==> config.mk <==
export PLATFORM = sky130hd
export DESIGN_NAME = bin2bcd_seq
export DESIGN_NICKNAME = d
export VERILOG_FILES = /design/src/rtl/bin2bcd_seq.sv
export SDC_FILE = /design/constraint.sdc
export NUM_CORES = 1
export LEC_CHECK = 0
export CORE_UTILIZATION = 34
export DETAILED_ROUTE_END_ITERATION = 8
export PLACE_DENSITY = 0.54
export REMOVE_ABC_BUFFERS = 1
export SETUP_SLACK_MARGIN = 0.5
export SLEW_MARGIN = 20
export SYNTH_ARGS = -nofsm -noshare
export SYNTH_HDL_FRONTEND = slang
export SYNTH_SLANG_ARGS = --single-unit
==> constraint.sdc <==
create_clock -name clk -period 1.4 [get_ports clk]
set_input_delay 0.28 -clock clk [delete_from_list [all_inputs] [get_ports clk]]
set_output_delay 0.28 -clock clk [all_outputs]
set_load 0.005 [all_outputs]
==> src/rtl/bin2bcd_seq.sv <==
// bin2bcd_seq: sequential 32-bit binary to 8-digit packed BCD converter with hex pass-through
module bin2bcd_seq #(
  parameter logic [31:0] ERR_PATTERN = 32'hEEEEEEEE
) (
  input  logic        clk,
  input  logic        rst,
  input  logic        start,
  input  logic        hex_mode,
  input  logic [31:0] bin,
  output logic        busy,
  output logic        done,
  output logic        overflow,
  output logic [31:0] bcd_out
);
  typedef enum logic [1:0] {IDLE, SHIFT, DONE} state_t;
  state_t state, state_nx;
  logic [31:0] sreg;
  logic [39:0] acc, adj;
  logic [4:0] cnt;
  logic mode, hold;
  genvar d;
  generate
    for (d = 0; d < 10; d++) begin : g_adj
      assign adj[4*d+:4] = acc[4*d+:4] >= 4'd5 ? acc[4*d+:4] + 4'd3 : acc[4*d+:4];
    end
  endgenerate
  assign busy = state != IDLE;
  // next state: hex requests hold DONE one extra cycle before releasing the word
  always_comb begin
    state_nx = state == IDLE  ? (start ? (hex_mode ? DONE : SHIFT) : IDLE) :
               state == SHIFT ? (cnt == 5'd31 ? DONE : SHIFT) :
               (mode && !hold) ? DONE : IDLE;
  end
  // datapath: capture operand, one double-dabble iteration per cycle, publish result
  always_ff @(posedge clk) begin
    if (rst) begin
      state    <= IDLE;
      done     <= 1'b0;
      overflow <= 1'b0;
      bcd_out  <= '0;
      sreg     <= '0;
      acc      <= '0;
      cnt      <= '0;
      mode     <= 1'b0;
      hold     <= 1'b0;
    end else begin
      state <= state_nx;
      done  <= 1'b0;
      case (state)
        IDLE: if (start) begin
          sreg <= bin;
          acc  <= '0;
          cnt  <= '0;
          mode <= hex_mode;
          hold <= 1'b0;
        end
        SHIFT: begin
          acc  <= {adj[38:0], sreg[31]};
          sreg <= sreg << 1;
          cnt  <= cnt + 5'd1;
        end
        DONE: if (mode && !hold) hold <= 1'b1;
        else begin
          done     <= 1'b1;
          overflow <= !mode && |acc[39:32];
          bcd_out  <= mode ? sreg : |acc[39:32] ? ERR_PATTERN : acc[31:0];
        end
        default: ;
      endcase
    end
  end
endmodule
==> run_results.csv, run 1 <==
group,metric,value,unit
setup_path,criticalPathCategory,"flop to flop",
global_route,grtUsageTotal,23.17,%
setup_path,reg2reg_slack,-0.08,ns
synthesis,synthesis.instances,621,
synthesis,synth_area,5353,sq um
global_route,first_global_vias,5395,
setup_path,crit_path_end,"bcd_out[4]",
setup_path,startpoint_type,"flop",
setup_path,crit-reg2reg-launch,"acc[39]",
setup_path,r2r-end,"bcd_out[4]",
power_and_ir_drop,power.switching,0.002427,W
sta,hold_slack,0.4277,ns
sta,drv_slew,0,
sta,min_period_over_period,105.4,%
final_layout,design_area,9378,sq um
final_layout,n_fill_cell,1212,
route,drt-initial-drc-count,371,
place,placed_area,6827,sq um
synthesis,yosysSeqAreaShare,43.01,%
power_and_ir_drop,swShare,24.04,%
synthesis,ys_warn_count,0,
final_layout,antenna_cells,0,
sta,setup_tns,-0.6149,ns
global_route,grt_pass1_wl,28760,microns
run,maxCapViolCount,0,
global_route,antenna_found_initial,0,
synthesis,synth_edf_count,0,
global_route,gr-total-overflow,0,
clocking,clk-insertion-delay-late,0.42,ns
synthesis,synthTopCellsByArea,"dfxtp_1 (43%), nor2_1 (6.0%), nor3_1 (5.5%)",
clocking,cts-hold-fix-buffers,0,
power_and_ir_drop,power_frac_clock,49.7,%
setup_path,worstPathArrival,1.82,ns
floorplanning,core-area,15260,sq um
place,io_buffers,70,
floorplanning,ios,71,
synthesis,synth-main-ff-cell,"dfxtp_1",
power_and_ir_drop,p_comb_share,15.2,%
setup_path,cp_max_fo,13,
route,num_vias,5463,
setup_path,crit_start,"acc[39]",
synthesis,synth_cell_types,35,
synthesis,synthTopCellsByCount,"dfxtp_1 (115), nor2_1 (86), nor3_1 (59)",
floorplanning,initial_core_util,35.08,%
sta,skew,0.008311,ns
sta,period_minus_slack,1.476,ns
sta,worst_slew_pin_slew,0.4013,ns
clocking,cts_tree,"built",
clocking,htreeDepth,4,
setup_path,critPathCaptureType,"flop",
floorplanning,num_rows,45,
final_layout,area_delta_synth_final,75.20,%
clocking,clockBufferDepth,2,
status,outcome,"finished, violations left",
final_layout,drive_gt1_share,54.71,%
place,dp_hpwl,10840,microns
final_layout,final_util,61.46,%
power_and_ir_drop,p_int,0.007669,W
place,place.gp.congestion,0.7794,
synthesis,ys_async_sr_fraction,0,%
power_and_ir_drop,peakVddDrop,0.9989,mV
floorplanning,die_y,127.5,microns
setup_path,rr_worst_depth,5,
sta,setup-violations-final,23,
hold_path,min_path_type,"input pin to flop",
clocking,cts_buffers,17,
status,violations,"setup timing",
route,wire_per_inst,18.42,microns
floorplanning,dieArea,16250,sq um
power_and_ir_drop,leakage,3.685,nW
final_layout,finalNonFillerCells,1028,
setup_path,crit_required,1.74,ns
hold_path,hold_start,"rst",
route,vias_per_cell,5.314,
synthesis,yosysTopAreaCellShare,43.01,%
route,final_antenna_net_count,0,
floorplanning,die_width,127.5,microns
clocking,path_clk_slew,0.06,ns
sta,rsz0062_at_grt,"true",
synthesis,syn_avg_cell_area,8.619,sq um
place,place_inst,937,
synthesis,yosysMostFrequentCell,"dfxtp_1",
clocking,cts-root-buf,"clkbuf_16",
global_route,grt_max_degree,32,
route,routed_wl,18940,microns
sta,hold_violations,0,
clocking,cts_sinks,115,
power_and_ir_drop,power_density,1077,nW/um^2
final_layout,final_nets,864,
synthesis,ys_ff_latch,115,
sta,timing.slew.headroom,73.24,%
sta,layout_setup_ws,-0.07583,ns
route,post-route-drc-count,0,
route,dr.pass1.iters,5,
power_and_ir_drop,seqPwrFrac,35.1,%
synthesis,yosysTopAreaCell,"dfxtp_1",
sta,fmax,0.6776,GHz
-- power groups by stage --
| stage | Clock [W] | Sequential (W) | Combinational [W] |
|---|---|---|---|
| finish | 0.00501 | 0.00354 | 0.00154 |
| floorplan | 0 | 0.00357 | 0.000410 |
| CTS | 0.00503 | 0.00353 | 0.00135 |
| global placement | 0 | 0.00357 | 0.000914 |
| detailed placement | 0 | 0.00358 | 0.000924 |
| global route | 0.00521 | 0.00355 | 0.00163 |
-- per-stage QoR --
stage / setup slack [ns] / power (W)
after global routing: -0.1480 / 0.01039
after detailed placement: -0.3956 / 0.004500
after CTS: -0.08594 / 0.009917
final: -0.07583 / 0.01010
after floorplan: -1.351 / 0.003979
after global placement: -0.3688 / 0.004487
-- final cells by class --
| class | instances | area [sq um] | area share [%] |
|---|---|---|---|
| multi-input cells | 438 | 3789 | 40.40 |
| clock inverters | 10 | 202.7 | 2.161 |
| repair buffers | 210 | 2173 | 23.18 |
| clock buffers | 21 | 470.5 | 5.017 |
| well taps | 211 | 264.0 | 2.815 |
| flip-flops and latches | 115 | 2385 | 25.43 |
| inverters | 23 | 93.84 | 1.001 |
-- registers in the layout, indices dropped and copies added (netlist names) --
name	count
acc	40
bcd_out	32
sreg	32
cnt	5
state	2
done	1
hold	1
mode	1
overflow	1
-- cells by family (layout without fill, tap and decap cells) --
family                   Yosys count  in the layout  share of synthesized area (%)
XOR/XNOR                          19             19                          3.109
AO/OA/AOI/OAI                    157            157                          20.03
adder cells (fa/ha/maj)           23             23                          5.376
flip-flops                       115            115                          43.01
buffers and inverters             69            264                          5.376
multiplexers                      12             12                          2.291
AND/OR/NAND/NOR                  226            227                          20.80
-- cell usage in the layout (no fill, tap or decap), types with 19 or more instances in the layout --
master / n
buf_4: 77
dfxtp_1: 57
dfxtp_2: 54
nor2_1: 52
buf_6: 42
clkdlybuf4s50_1: 33
a22o_1: 29
nor2_4: 25
nor3_1: 25
buf_2: 24
nor3_2: 23
o2bb2ai_1: 19
o22ai_1: 19
clkbuf_16: 19
-- timing repair --
| action | 4_1_cts | 5_1_grt |
|---|---|---|
| gates cloned | 11 | 2 |
| pin swaps | 79 | 42 |
| buffers inserted | 33 | 14 |
| resized for setup | 398 | 136 |
| setup endpoints to repair | 150 | 150 |
-- worst min path at each step --
stage	endpoint	slack [ns]	depth (start not counted)
6_report	acc[11]	0.43	3
2_1_floorplan	acc[11]	0.35	1
4_1_cts	acc[0]	0.40	3
5_1_grt	acc[11]	0.43	3
3_5_place_dp	bcd_out[22]	0.46	1
3_3_place_gp	bcd_out[19]	0.45	1
-- routing by layer --
metal	share of wire, %	track usage [%]
met2	50	38.80
met4	1.6	7.633
met1	44	29.97
met5	0	0
met3	4.6	4.271
-- worst max-delay path: stages, from the launching register on --
cell and delay [ns]:
dfxtp_2 0.33, nor4_4 0.27, nand3_2 0.15, buf_12 0.18, o311a_1 0.31, nor3_2 0.16
Power figures use the tool's default switching activity.
==> inputs of run 2 (changes only) <==
==> constraint.sdc (replaced) <==
create_clock -name clk -period 1.4 [get_ports clk]
set_input_delay 0.42 -clock clk [delete_from_list [all_inputs] [get_ports clk]]
set_output_delay 0.42 -clock clk [all_outputs]
set_load 0.005 [all_outputs]
==> run 2 against run 1 <==
The flow still finishes with violations (setup timing). Wire length shrank 2.6%. Critical path depth shrank 3. Utilization shrank 2.5 points. Via count shrank 1.7%. Cell count shrank 0.78%. Global-route usage shrank 0.86 points. Non-clock buffer count shrank 4. Sequential power is essentially flat. Design area shrank 4.0%. Flip-flop and latch count is the same.
==> run_results.csv, run 2 (synthesis results as in run 1) <==
group,metric,value,unit
clocking,cts_tree,"built",
clocking,clockBufferDepth,2,
setup_path,cp_max_fo,5,
floorplanning,num_rows,45,
place,io_buffers,70,
place,place_ws,-0.5690,ns
sta,timing.slew.headroom,69.50,%
status,violations,"setup timing",
setup_path,startpoint_type,"flop",
floorplanning,core-area,15260,sq um
power_and_ir_drop,p_total,0.009183,W
setup_path,worstPathArrival,1.12,ns
final_layout,mostFrequentLayoutCell,"buf_4",
route,post-route-drc-count,0,
clocking,htreeDepth,4,
final_layout,reg.largest.list,"acc: 40 flops, bcd_out: 32 flops, sreg: 32 flops",
run,maxCapViolCount,0,
sta,drv_slew,0,
route,final_antenna_net_count,0,
global_route,antenna_found_initial,0,
power_and_ir_drop,leakage,3.564,nW
route,top_layer,"met4",
global_route,grtUsageTotal,22.31,%
sta,layout_setup_ws,-0.1365,ns
final_layout,regMostFlops,"acc",
clocking,cts_sinks,115,
final_layout,drive_gt1_share,50.56,%
clocking,cts_buffers,17,
route,num_vias,5368,
place,dp_hpwl,10690,microns
final_layout,final_nets,860,
place,place.gp.congestion,0.7815,
floorplanning,ios,71,
final_layout,area_delta_synth_final,68.12,%
floorplanning,initial_core_util,35.08,%
route,vias_per_cell,5.263,
final_layout,largest_reg_flops,40,
sta,rsz0062_at_grt,"true",
sta,min_period_over_period,109.8,%
route,wl_met2,9192,microns
clocking,path_clk_slew,0.05,ns
sta,worst_slew_pin_slew,0.4575,ns
sta,setup_tns,-5.483,ns
route,routed_wl,18440,microns
clocking,cts-root-buf,"clkbuf_16",
setup_path,crit_required,0.98,ns
sta,fmax,0.6508,GHz
status,outcome,"finished, violations left",
route,drt-initial-drc-count,332,
final_layout,final_cell_mix,"buf_4 (78), nor2_1 (77), dfxtp_1 (66), dfxtp_2 (46), buf_6 (43)",
final_layout,antenna_cells,0,
final_layout,n_fill_cell,1289,
route,wl_met3,718,microns
route,dr.pass1.iters,5,
sta,hold_violations,0,
global_route,grt_max_degree,28,
hold_path,min_path_type,"input pin to flop",
global_route,first_global_vias,5285,
route,wl_met1,8294,microns
global_route,gr-total-overflow,0,
floorplanning,dieArea,16250,sq um
power_and_ir_drop,peakVddDrop,0.9337,mV
sta,skew,0.006141,ns
floorplanning,die_width,127.5,microns
clocking,clk-insertion-delay-late,0.41,ns
setup_path,criticalPathCategory,"flop to primary output",
route,wire_per_inst,18.08,microns
sta,period_minus_slack,1.537,ns
global_route,grt_pass1_wl,27760,microns
power_and_ir_drop,power_density,1021,nW/um^2
clocking,cts-hold-fix-buffers,0,
setup_path,critPathCaptureType,"primary output",
sta,setup-violations-final,89,
floorplanning,die_y,127.5,microns
-- run 2: final timing paths --
check	startpoint	to	slack, ns	cells after the start
hold / removal	rst	overflow	0.35	2
setup / recovery	state[1]	busy	-0.14	2
hold reg to reg	bcd_out[22]	bcd_out[22]	0.45	1
setup reg to reg	acc[38]	bcd_out[24]	-0.14	5
-- run 2: area by class of cell --
class	instances	area [sq um]	share of cell area, %
Clock buffer	20	466.7	5.186
Clock inverter	7	85.08	0.9455
Inverter	23	86.33	0.9594
Multi-Input combinational cell	438	3654	40.60
Sequential cell	115	2371	26.35
Tap cell	211	264.0	2.934
Timing Repair Buffer	206	2072	23.03
-- run 2: report_power, final --
| group | leakage [nW] | internal, W | switching, W |
|---|---|---|---|
| Clock | 0.279 | 0.00269 | 0.00147 |
| Sequential | 0.961 | 0.00341 | 0.000144 |
| Combinational | 2.32 | 0.000770 | 0.000706 |
-- run 2: stage by stage --
stage / hold slack, ns / util (%) / area [sq um] / std cells
2_1_floorplan: 0.4467 / - / 5151 / 575
3_3_place_gp: 0.4494 / 44.71 / 6822 / 938
3_5_place_dp: 0.4522 / 44.71 / 6822 / 938
4_1_cts: 0.3313 / 54.07 / 8250 / 1006
5_1_grt: 0.3404 / 58.98 / 8999 / 1020
6_report: 0.3523 / 58.98 / 8999 / 1020
-- run 2: worst max-delay path: stages, from the launching register on --
cell     delay, ns
dfxtp_4       0.36
or2_4         0.23
buf_6         0.11
-- run 2: routing by layer --
layer	track usage (%)	vias up
met3	4.481	15
met1	29.08	2643
li1	-	2581
met5	0	-
met4	7.633	0
met2	36.68	129
-- run 2: timing repair --
action,in CTS,in global routing
pin swaps,56,75
setup endpoints to repair,150,150
gates cloned,9,2
gates resized for setup,349,129
setup buffers,32,12
